$ cat config.mk
export PLATFORM = sky130hd
export DESIGN_NAME = seq_det_ctrl_flat
export DESIGN_NICKNAME = d
export VERILOG_FILES = /design/src/rtl/seq_det_ctrl_if.sv /design/src/rtl/seq_det_ctrl.sv /design/src/flat_wrapper.sv
export SDC_FILE = /design/constraint.sdc
export NUM_CORES = 1
export LEC_CHECK = 0
export CAP_MARGIN = 20
export CORE_UTILIZATION = 29
export CTS_BUF_LIST = sky130_fd_sc_hd__clkbuf_4 sky130_fd_sc_hd__clkbuf_8
export DETAILED_ROUTE_END_ITERATION = 7
export GPL_TIMING_DRIVEN = 0
export SETUP_SLACK_MARGIN = 0.5
export SKIP_LAST_GASP = 1
export SYNTH_ARGS = -nofsm -noshare
export SYNTH_HDL_FRONTEND = slang
export SYNTH_SLANG_ARGS = --single-unit
export TNS_END_PERCENT = 10
$ cat constraint.sdc
create_clock -name clk -period 2.45 [get_ports clk]
set_clock_uncertainty 0.05 [all_clocks]
set_input_delay 0.3675 -clock clk [delete_from_list [all_inputs] [get_ports clk]]
set_output_delay 0.3675 -clock clk [all_outputs]
set_load 0.01 [all_outputs]
$ cat src/rtl/seq_det_ctrl_if.sv
// seq_det_ctrl_if: configuration handshake, run control, serial input and result outputs
interface seq_det_ctrl_if #(
    parameter int PW = 8,
    parameter int MW = 4,
    parameter int WW = 8
);
    logic                  cfg_valid;
    logic                  cfg_ready;
    logic [PW-1:0]         cfg_pattern;
    logic [$clog2(PW)-1:0] cfg_len;
    logic                  cfg_overlap;
    logic [MW-1:0]         cfg_max;
    logic [WW-1:0]         cfg_window;
    logic                  start;
    logic                  abort;
    logic                  x;
    logic                  x_valid;
    logic                  z;
    logic                  busy;
    logic                  done;
    logic [MW-1:0]         match_cnt;
    logic                  timeout;
    modport master (
        output cfg_valid, cfg_pattern, cfg_len, cfg_overlap, cfg_max, cfg_window,
        output start, abort, x, x_valid,
        input  cfg_ready, z, busy, done, match_cnt, timeout
    );
    modport slave (
        input  cfg_valid, cfg_pattern, cfg_len, cfg_overlap, cfg_max, cfg_window,
        input  start, abort, x, x_valid,
        output cfg_ready, z, busy, done, match_cnt, timeout
    );
endinterface

$ cat src/rtl/seq_det_ctrl.sv
// seq_det_ctrl: configurable serial pattern detector with match/window limits and run control
module seq_det_ctrl #(
    parameter int PW = 8,
    parameter int MW = 4,
    parameter int WW = 8
) (
    input logic           clk,
    input logic           rst_n,
    seq_det_ctrl_if.slave bus
);
    localparam int LW = $clog2(PW);
    localparam int SW = $clog2(PW + 1);
    typedef enum logic [1:0] {IDLE, RUN, DONE} state_e;
    typedef struct packed {
        logic [PW-1:0] pat;
        logic [LW-1:0] len;
        logic          ovl;
        logic [MW-1:0] max;
        logic [WW-1:0] win;
    } cfg_t;
    state_e        state_q, state_d;
    cfg_t          cfg_q, cfg_d;
    logic [PW-2:0] sr_q, sr_d;
    logic [PW-1:0] sr_n, mask;
    logic [SW-1:0] seen_q, seen_d, seen_n;
    logic [WW-1:0] wcnt_q, wcnt_d, wcnt_n;
    logic [MW-1:0] mcnt_q, mcnt_d, mcnt_n;
    logic          z_q, z_d, to_q, to_d;
    logic          idle, go, step, hit, lim_m, lim_w;
    always_ff @(posedge clk or negedge rst_n) begin
        if (!rst_n) state_q <= IDLE;
        else        state_q <= state_d;
    end
    always_comb begin
        state_d = state_q == IDLE ? (bus.start ? RUN : IDLE)
                : state_q == RUN  ? (bus.abort ? IDLE : (lim_m || lim_w) ? DONE : RUN)
                : IDLE;
    end
    always_comb begin
        bus.cfg_ready = state_q == IDLE;
        bus.busy      = state_q == RUN;
        bus.done      = state_q == DONE;
        bus.z         = z_q;
        bus.match_cnt = mcnt_q;
        bus.timeout   = to_q;
    end
    // abort suppresses the bit arriving in the same cycle, so step gates all run updates
    always_comb begin
        idle   = state_q == IDLE;
        go     = idle && bus.start;
        step   = state_q == RUN && bus.x_valid && !bus.abort;
        sr_n   = {sr_q, bus.x};
        seen_n = seen_q == SW'(PW) ? seen_q : seen_q + 1'b1;
        wcnt_n = wcnt_q + 1'b1;
        mcnt_n = &mcnt_q ? mcnt_q : mcnt_q + 1'b1;
        mask   = {~({(PW-1){1'b1}} << cfg_q.len), 1'b1};
        hit    = step && seen_n > SW'(cfg_q.len) && ((sr_n ^ cfg_q.pat) & mask) == '0;
        lim_m  = hit && cfg_q.max != '0 && mcnt_n == cfg_q.max;
        lim_w  = step && cfg_q.win != '0 && wcnt_n == cfg_q.win;
        cfg_d  = idle && bus.cfg_valid
               ? cfg_t'{pat: bus.cfg_pattern, len: bus.cfg_len, ovl: bus.cfg_overlap,
                        max: bus.cfg_max, win: bus.cfg_window}
               : cfg_q;
        sr_d   = go ? '0 : step ? sr_n[PW-2:0] : sr_q;
        seen_d = go ? '0 : step ? ((hit && !cfg_q.ovl) ? '0 : seen_n) : seen_q;
        wcnt_d = go ? '0 : step ? wcnt_n : wcnt_q;
        mcnt_d = go ? '0 : hit ? mcnt_n : mcnt_q;
        to_d   = go ? 1'b0 : step ? (lim_w && !lim_m) : to_q;
        z_d    = hit;
    end
    always_ff @(posedge clk or negedge rst_n) begin
        if (!rst_n) begin
            cfg_q  <= cfg_t'{pat: PW'(11), len: LW'(3), ovl: 1'b0, max: '0, win: '0};
            sr_q   <= '0;
            seen_q <= '0;
            wcnt_q <= '0;
            mcnt_q <= '0;
            z_q    <= 1'b0;
            to_q   <= 1'b0;
        end else begin
            cfg_q  <= cfg_d;
            sr_q   <= sr_d;
            seen_q <= seen_d;
            wcnt_q <= wcnt_d;
            mcnt_q <= mcnt_d;
            z_q    <= z_d;
            to_q   <= to_d;
        end
    end
endmodule

$ cat src/flat_wrapper.sv
// flat-port wrapper written by rule: the top's interface ports become plain ports
module seq_det_ctrl_flat 
#(
    parameter int PW = 8,
    parameter int MW = 4,
    parameter int WW = 8
)
  (clk, rst_n, bus_cfg_valid, bus_cfg_pattern, bus_cfg_len, bus_cfg_overlap, bus_cfg_max, bus_cfg_window, bus_start, bus_abort, bus_x, bus_x_valid, bus_cfg_ready, bus_z, bus_busy, bus_done, bus_match_cnt, bus_timeout);
  seq_det_ctrl_if #(.PW(PW), .MW(MW), .WW(WW)) bus_i ();
  input logic clk;
  input logic rst_n;
  input wire logic [$bits(bus_i.cfg_valid)-1:0] bus_cfg_valid;
  input wire logic [$bits(bus_i.cfg_pattern)-1:0] bus_cfg_pattern;
  input wire logic [$bits(bus_i.cfg_len)-1:0] bus_cfg_len;
  input wire logic [$bits(bus_i.cfg_overlap)-1:0] bus_cfg_overlap;
  input wire logic [$bits(bus_i.cfg_max)-1:0] bus_cfg_max;
  input wire logic [$bits(bus_i.cfg_window)-1:0] bus_cfg_window;
  input wire logic [$bits(bus_i.start)-1:0] bus_start;
  input wire logic [$bits(bus_i.abort)-1:0] bus_abort;
  input wire logic [$bits(bus_i.x)-1:0] bus_x;
  input wire logic [$bits(bus_i.x_valid)-1:0] bus_x_valid;
  output wire logic [$bits(bus_i.cfg_ready)-1:0] bus_cfg_ready;
  output wire logic [$bits(bus_i.z)-1:0] bus_z;
  output wire logic [$bits(bus_i.busy)-1:0] bus_busy;
  output wire logic [$bits(bus_i.done)-1:0] bus_done;
  output wire logic [$bits(bus_i.match_cnt)-1:0] bus_match_cnt;
  output wire logic [$bits(bus_i.timeout)-1:0] bus_timeout;
  assign bus_i.cfg_valid = bus_cfg_valid;
  assign bus_i.cfg_pattern = bus_cfg_pattern;
  assign bus_i.cfg_len = bus_cfg_len;
  assign bus_i.cfg_overlap = bus_cfg_overlap;
  assign bus_i.cfg_max = bus_cfg_max;
  assign bus_i.cfg_window = bus_cfg_window;
  assign bus_i.start = bus_start;
  assign bus_i.abort = bus_abort;
  assign bus_i.x = bus_x;
  assign bus_i.x_valid = bus_x_valid;
  assign bus_cfg_ready = bus_i.cfg_ready;
  assign bus_z = bus_i.z;
  assign bus_busy = bus_i.busy;
  assign bus_done = bus_i.done;
  assign bus_match_cnt = bus_i.match_cnt;
  assign bus_timeout = bus_i.timeout;
  seq_det_ctrl #(.PW(PW), .MW(MW), .WW(WW)) u_core (.clk(clk), .rst_n(rst_n), .bus(bus_i));
endmodule
== After elaboration in Yosys (flattened, before gate mapping) ==
Index checks and enable logic that the tools add are counted.

* Register bits: 51
* Latch bits: 0
* Bits in writable memories: 0
* Bits in read-only memories: 0
* Bits of input ports: 31
* Output and inout port bits: 9
* Word-level logic and storage cells: 66
* Memories: 0

* $add $sub $neg: 3
* Multipliers: 0
* Div/mod/pow operators: 0
* Magnitude comparators: 1
* Equal/unequal tests: 5
* Shifts and indexed selects: 1
* Muxes and demuxes: 18
* Bitwise gates (word level): 3
* Reduce and logical (&&, ||, !) cells: 23

{| class="wikitable"
|+ Operator list
! operator !! number
|-
| $mux 4 || 7
|-
| $mux 8 || 2
|-
| $mux 7 || 2
|-
| $logic_and 1x1->1 || 12
|-
| $add 4x1->4 const B || 2
|-
| $add 8x1->8 const B || 1
|-
| $and 8x8->8 || 1
|-
| $eq 8x8->1 || 1
|-
| $logic_not 8->1 || 1
|-
| $mux 2 || 4
|-
| $reduce_bool 8->1 || 1
|-
| $xor 8x8->8 || 1
|-
| $not 7->7 || 1
|-
| $shl 7x3->7 const A || 1
|-
| $eq 4x4->1 || 1
|-
| $eq 4x4->1 const B || 1
|-
| $gt 4x3->1 || 1
|-
| $reduce_and 4->1 || 1
|-
| $reduce_bool 2->1 || 2
|-
| $reduce_bool 4->1 || 1
|-
| $logic_not 1->1 || 3
|-
| $mux 1 || 3
|-
| $eq 2x1->1 const B || 1
|-
| $eq 2x2->1 const B || 1
|-
| 2 further kinds || 2
|}

== Logic depth before layout (Yosys ltp) ==
* Depth in word-level cells: 12
* Gate-level depth with buffers: 11
* Gate-level depth less buffers: 11

== Worst setup path after synthesis ==
No wires, ideal clock.

* Path type: reg-to-reg
* Start point: reg u_core.seen_q[0]
* End point: reg u_core.to_q (netlist: u_core.bus.timeout)
* Setup time: 133 ps
* Arrival: 2214 ps
* Data required time: 2267 ps
* Path slack: 53 ps
* Cell stages (with the launch flop): 12
* Path buffers: 0
* Clock period less this slack: 2397 ps
* Cell sequence: dfrtp_1 > inv_1 > ha_1 > and3b_1 > xnor2_1 > ha_1 > nand3_1 > o21ai_0 > o21a_1 > nor3_4 > nor4b_2 > o21ai_0

* Longest elaborated chain between the ends: 11
* Elaborated cells between the ends (all ways): 12
* Those cells by class: add/sub: 1; order compare: 1; eq/ne: 1; mux: 3; reduce/logical: 6

{| class="wikitable"
|+ Ends and longest elaborated chain
! item !! RTL line !! text
|-
| start, declared || seq_det_ctrl.sv:25 || <nowiki>logic [SW-1:0] seen_q, seen_d, seen_n;</nowiki>
|-
| start signal, assigned || seq_det_ctrl.sv:83 || <nowiki>seen_q <= seen_d;</nowiki>
|-
| $add 4x1->4 / $eq 4x4->1 (equally long branches) || seq_det_ctrl.sv:53 || <nowiki>seen_n = seen_q == SW'(PW) ? seen_q : seen_q + 1'b1;</nowiki>
|-
| $mux 4 (*) || seq_det_ctrl.sv:53 ||
|-
| $gt 4x3->1 (*) || seq_det_ctrl.sv:57 || <nowiki>hit = step && seen_n > SW'(cfg_q.len) && ((sr_n ^ cfg_q.pat) & mask) == '0;</nowiki>
|-
| $logic_and 1x1->1 (*) (2 in a row) || seq_det_ctrl.sv:57 ||
|-
| net u_core.hit || seq_det_ctrl.sv:29 || <nowiki>logic idle, go, step, hit, lim_m, lim_w;</nowiki>
|-
| $logic_and 1x1->1 (*) (2 in a row) || seq_det_ctrl.sv:58 || <nowiki>lim_m = hit && cfg_q.max != '0 && mcnt_n == cfg_q.max;</nowiki>
|-
| $logic_not 1->1 (*) || seq_det_ctrl.sv:68 || <nowiki>to_d = go ? 1'b0 : step ? (lim_w && !lim_m) : to_q;</nowiki>
|-
| $logic_and 1x1->1 (*) || seq_det_ctrl.sv:68 ||
|-
| $mux 1 (*) (2 in a row) || seq_det_ctrl.sv:68 ||
|-
| end signal, assigned || seq_det_ctrl.sv:87 || <nowiki>to_q <= to_d;</nowiki>
|-
| end, declared || seq_det_ctrl.sv:28 || <nowiki>logic z_q, z_d, to_q, to_d;</nowiki>
|}

The timed path passes the listed nets; every way through them passes the cells marked *. The select of a mux whose other input is x is not followed.
A chain may end at the register's enable or synchronous reset.

== Final worst setup path ==
* Start point: reg u_core.seen_q[0]
* End point: reg u_core.state_q[0]

* Longest elaborated chain between the ends: 12
* Elaborated cells between the ends (all ways): 13
* Those cells by class: add/sub: 1; order compare: 1; eq/ne: 1; mux: 5; reduce/logical: 5

{| class="wikitable"
|+ Ends and longest elaborated chain
! item !! RTL line !! text
|-
| $add 4x1->4 / $eq 4x4->1 (equally long branches) || seq_det_ctrl.sv:53 ||
|-
| $mux 4 (*) || seq_det_ctrl.sv:53 ||
|-
| $gt 4x3->1 (*) || seq_det_ctrl.sv:57 ||
|-
| $logic_and 1x1->1 (*) (2 in a row) || seq_det_ctrl.sv:57 ||
|-
| net u_core.hit || seq_det_ctrl.sv:29 ||
|-
| $logic_and 1x1->1 (*) (2 in a row) || seq_det_ctrl.sv:58 ||
|-
| $logic_or 1x1->1 (*) || seq_det_ctrl.sv:36 || <nowiki>: state_q == RUN ? (bus.abort ? IDLE : (lim_m || lim_w) ? DONE : RUN)</nowiki>
|-
| $mux 2 (*) (3 in a row) || seq_det_ctrl.sv:36 ||
|-
| $mux 2 (*) || seq_det_ctrl.sv:35 || <nowiki>state_d = state_q == IDLE ? (bus.start ? RUN : IDLE)</nowiki>
|-
| net u_core.state_d[0] || seq_det_ctrl.sv:21 || <nowiki>state_e state_q, state_d;</nowiki>
|-
| end signal, assigned || seq_det_ctrl.sv:32 || <nowiki>else state_q <= state_d;</nowiki>
|-
| end, declared || seq_det_ctrl.sv:21 ||
|}

The timed path passes the listed nets; every way through them passes the cells marked *.

==> impl_metrics.csv <==
group,metric,value,unit
status,status,"completed",
synth,yosys.area.top_type_share,42.7,%
run,cap_violations,0,
synth,yosys_warnings,0,
synth,synth_edf_count,0,
power_and_ir_drop,p_per_area,681,nW/um2
clock_network,cts_buffers,5,
synth,ys_async_sr_fraction,100,%
synth,postSynthAreaPerCell,10.8,um2
grt,grt_pass1_vias,2121,
synth,ys_ff_latch,51,
drt,wl,6100,um
die,num_rows,34,
min_path,holdPathStages,2,
placed_design,place_area,3250,um2
synth,netlist_instances,250,
critical_path,cp-start-kind,"flop",
sta,hold_violations,0,
clock_network,root_buffer,"clkbuf_8",
drt,via_per_inst,5.14,
cells_and_area,drive_gt1_share,21.7,%
placed_design,dp_hpwl,4480,um
sta,slew_headroom,58.8,%
critical_path,crit_required,2590,ps
die,die_x,98.4,um
cells_and_area,fin_area,3540,um2
clock_network,clk_latency,310,ps
min_path,hold_class,"reg -> reg",
drt,routedWlPerCell,14.6,um
cells_and_area,antenna_cells,0,
cells_and_area,synthToLayoutAreaGrowth,31.2,%
cells_and_area,seq_area,1280,um2
die,die_area,9690,um2
cells_and_area,final_util,40.0,%
sta,fin_crit_sh,99.5,%
synth,seq_area_frac_synth,47.6,%
drt,drtPass1Iterations,4,
die,die_h,98.4,um
placed_design,io_buffer_count,39,
clock_network,path_clk_slew,100,ps
sta,setup_viol,0,
critical_path,crit_type,"reg -> reg",
drt,num_vias,2143,
die,num_io_pins,40,
die,core,8850,um2
clock_network,clock_sinks,51,
clock_network,htreeDepth,2,
placed_design,place_ws,-290,ps
power_and_ir_drop,p_leak,1.45,nW
sta,rsz0062_at_grt,"true",
grt,grt_usage,13.4,%
drt,remaining_drc_errors,0,
cells_and_area,fillers,847,
drt,drtIter0Drc,109,
sta,timing.fmax,410,MHz
critical_path,path_max_fanout,6,
critical_path,cp.arrival,2580,ps
grt,grt_antenna_before_repair,0,
grt,grt_pass1_wl,10400,um
power_and_ir_drop,ir_drop,0.000339,V
critical_path,ff2ff_path_depth,11,
clock_network,tritoncts,"done",
placed_design,gp_congestion,0.806,
grt,grt_max_degree,31,
synth,synthFlopType,"dfrtp_1",
cells_and_area,multi_input_area,1440,um2
cells_and_area,fin_nets,346,
grt,grt_overflow_total,0,
critical_path,cp-end-kind,"flop",
synth,synth_area_leader_cell,"dfrtp_1",
synth,netlist_area,2700,um2
die,initial_core_util,30.5,%
synth,yosysUniqueCellTypes,43,
sta,maxSlewViolCount,0,
synth,ys_top_cells_by_area,"dfrtp_1 (43%), mux2_2 (9.2%), dfstp_2 (4.9%), xnor2_1 (4.2%), xor2_1 (3.9%)",
sta,worst_slack,12.0,ps
synth,syn-num-nets,288,
clock_network,cts_buffer_depth,2,
sta,worst_slew_pin_slew,618,ps
drt,drtAntennaViolNets,0,
sta,period_needed,2440,ps
## flip-flops by register name, indices dropped and copies added (netlist names)
register and cells:
u_core.bus.match_cnt 4, u_core.bus.timeout 1, u_core.bus.z 1, u_core.cfg_q 24
u_core.seen_q 4, u_core.sr_q 7, u_core.state_q 2, u_core.wcnt_q 8
## cell usage after synthesis (all sizes together) (4+ instances only)
library cell / count
inv: 7
xor2: 12
xnor2: 13
dfstp: 5
nor3: 4
a22o: 8
clkbuf: 6
and2: 4
nor2: 12
a21oi: 9
nand4: 4
nand3: 8
dfrtp: 46
ha: 7
o31ai: 6
o21ai: 14
nand2: 19
mux2: 22
## final cells by class
cell class / count / area share (%)
Clock inverter: 2 / 1.70
Buffer: 8 / 0.849
Inverter: 7 / 0.743
Clock buffer: 6 / 2.16
Timing Repair Buffer: 51 / 13.9
Sequential cell: 51 / 36.3
Multi-Input combinational cell: 184 / 40.6
Tap cell: 108 / 3.82
## power by group
part | total, mW | switching, mW | internal, mW
sequential | 1.09 | 0.118 | 0.970
clock | 0.700 | 0.281 | 0.419
combinational | 0.622 | 0.286 | 0.336
total | 2.41 | 0.685 | 1.73
## metal layers
metal	part of all wire, %	track usage (%)	vias up
li1	-	-	1024
met1	45	17.5	1070
met2	50	22.9	42
met3	2.7	1.84	7
met4	1.5	4.36	0
met5	0	0	-
## kinds of logic (layout without fill, tap and decap cells)
group                      Yosys count  after routing  share of synthesized area, %
adders and majority gates            7              7                          3.25
muxes                               25             25                          10.3
buffers and inverters               15             74                          2.09
DFF                                 51             51                          47.6
AOI/OAI and AO/OA                   54             54                          13.6
and+or+nand+nor                     73             73                          15.1
xor gates and xnor gates            25             25                          8.12
## layout by cell type, fill, tap and decap left out, types with 3 or more instances in the layout
cell type	n
dfrtp_1	45
xor2_1	12
nor3_1	3
ha_1	6
clkbuf_8	5
nand4_1	4
mux2i_1	3
a21oi_1	9
a22o_1	8
nor2b_1	3
buf_4	10
o31ai_1	6
clkdlybuf4s50_1	38
o21ai_0	12
a211oi_1	3
and2_1	4
inv_1	5
nand3_1	8
clkbuf_1	6
nor2_1	11
xnor2_1	11
o22ai_1	3
nand2_1	18
dfstp_2	5
nand3b_1	3
mux2_2	22
## metrics by stage
stage / setup TNS, ps / std cells / hold WS [ps] / power [mW]
5_1_grt: -1470 / 417 / 500 / 2.54
3_3_place_gp: -31110 / 397 / 448 / 1.64
2_1_floorplan: 0 / 250 / 21.9 / 1.46
6_report: 0 / 417 / 457 / 2.41
4_1_cts: -250 / 415 / 457 / 2.41
3_5_place_dp: -3410 / 398 / 327 / 1.65
## what timing repair did
action | CTS | global route
endpoints found under the setup margin | 45 | 48
buffers inserted | 8 | 2
pin swaps | 4 | 8
resized for setup | 5 | 8
hold endpoints to repair | 21 | 0
hold buffers | 1 | 0
## critical path, cell delays in order, from the launching register on
cell,delay (ps)
dfrtp_2,440
inv_2,90
ha_4,130
and3b_2,250
nor2_4,60
ha_1,290
nand3_1,80
o21ai_1,60
o21a_2,220
nor3_4,250
nor4b_4,280
o31ai_1,120
## final timing paths
kind,from,endpoint,slack [ps]
worst max-delay path,u_core.seen_q[0],u_core.state_q[0],10
min in group asynchronous,rst_n,u_core.cfg_q[2],510
worst max register to register,u_core.seen_q[0],u_core.state_q[0],10
max in group asynchronous,rst_n,u_core.cfg_q[19],1220
worst min-delay path,u_core.bus.timeout,u_core.bus.timeout,460
worst min register to register,u_core.bus.timeout,u_core.bus.timeout,460
(Power assumes the default switching activity.)
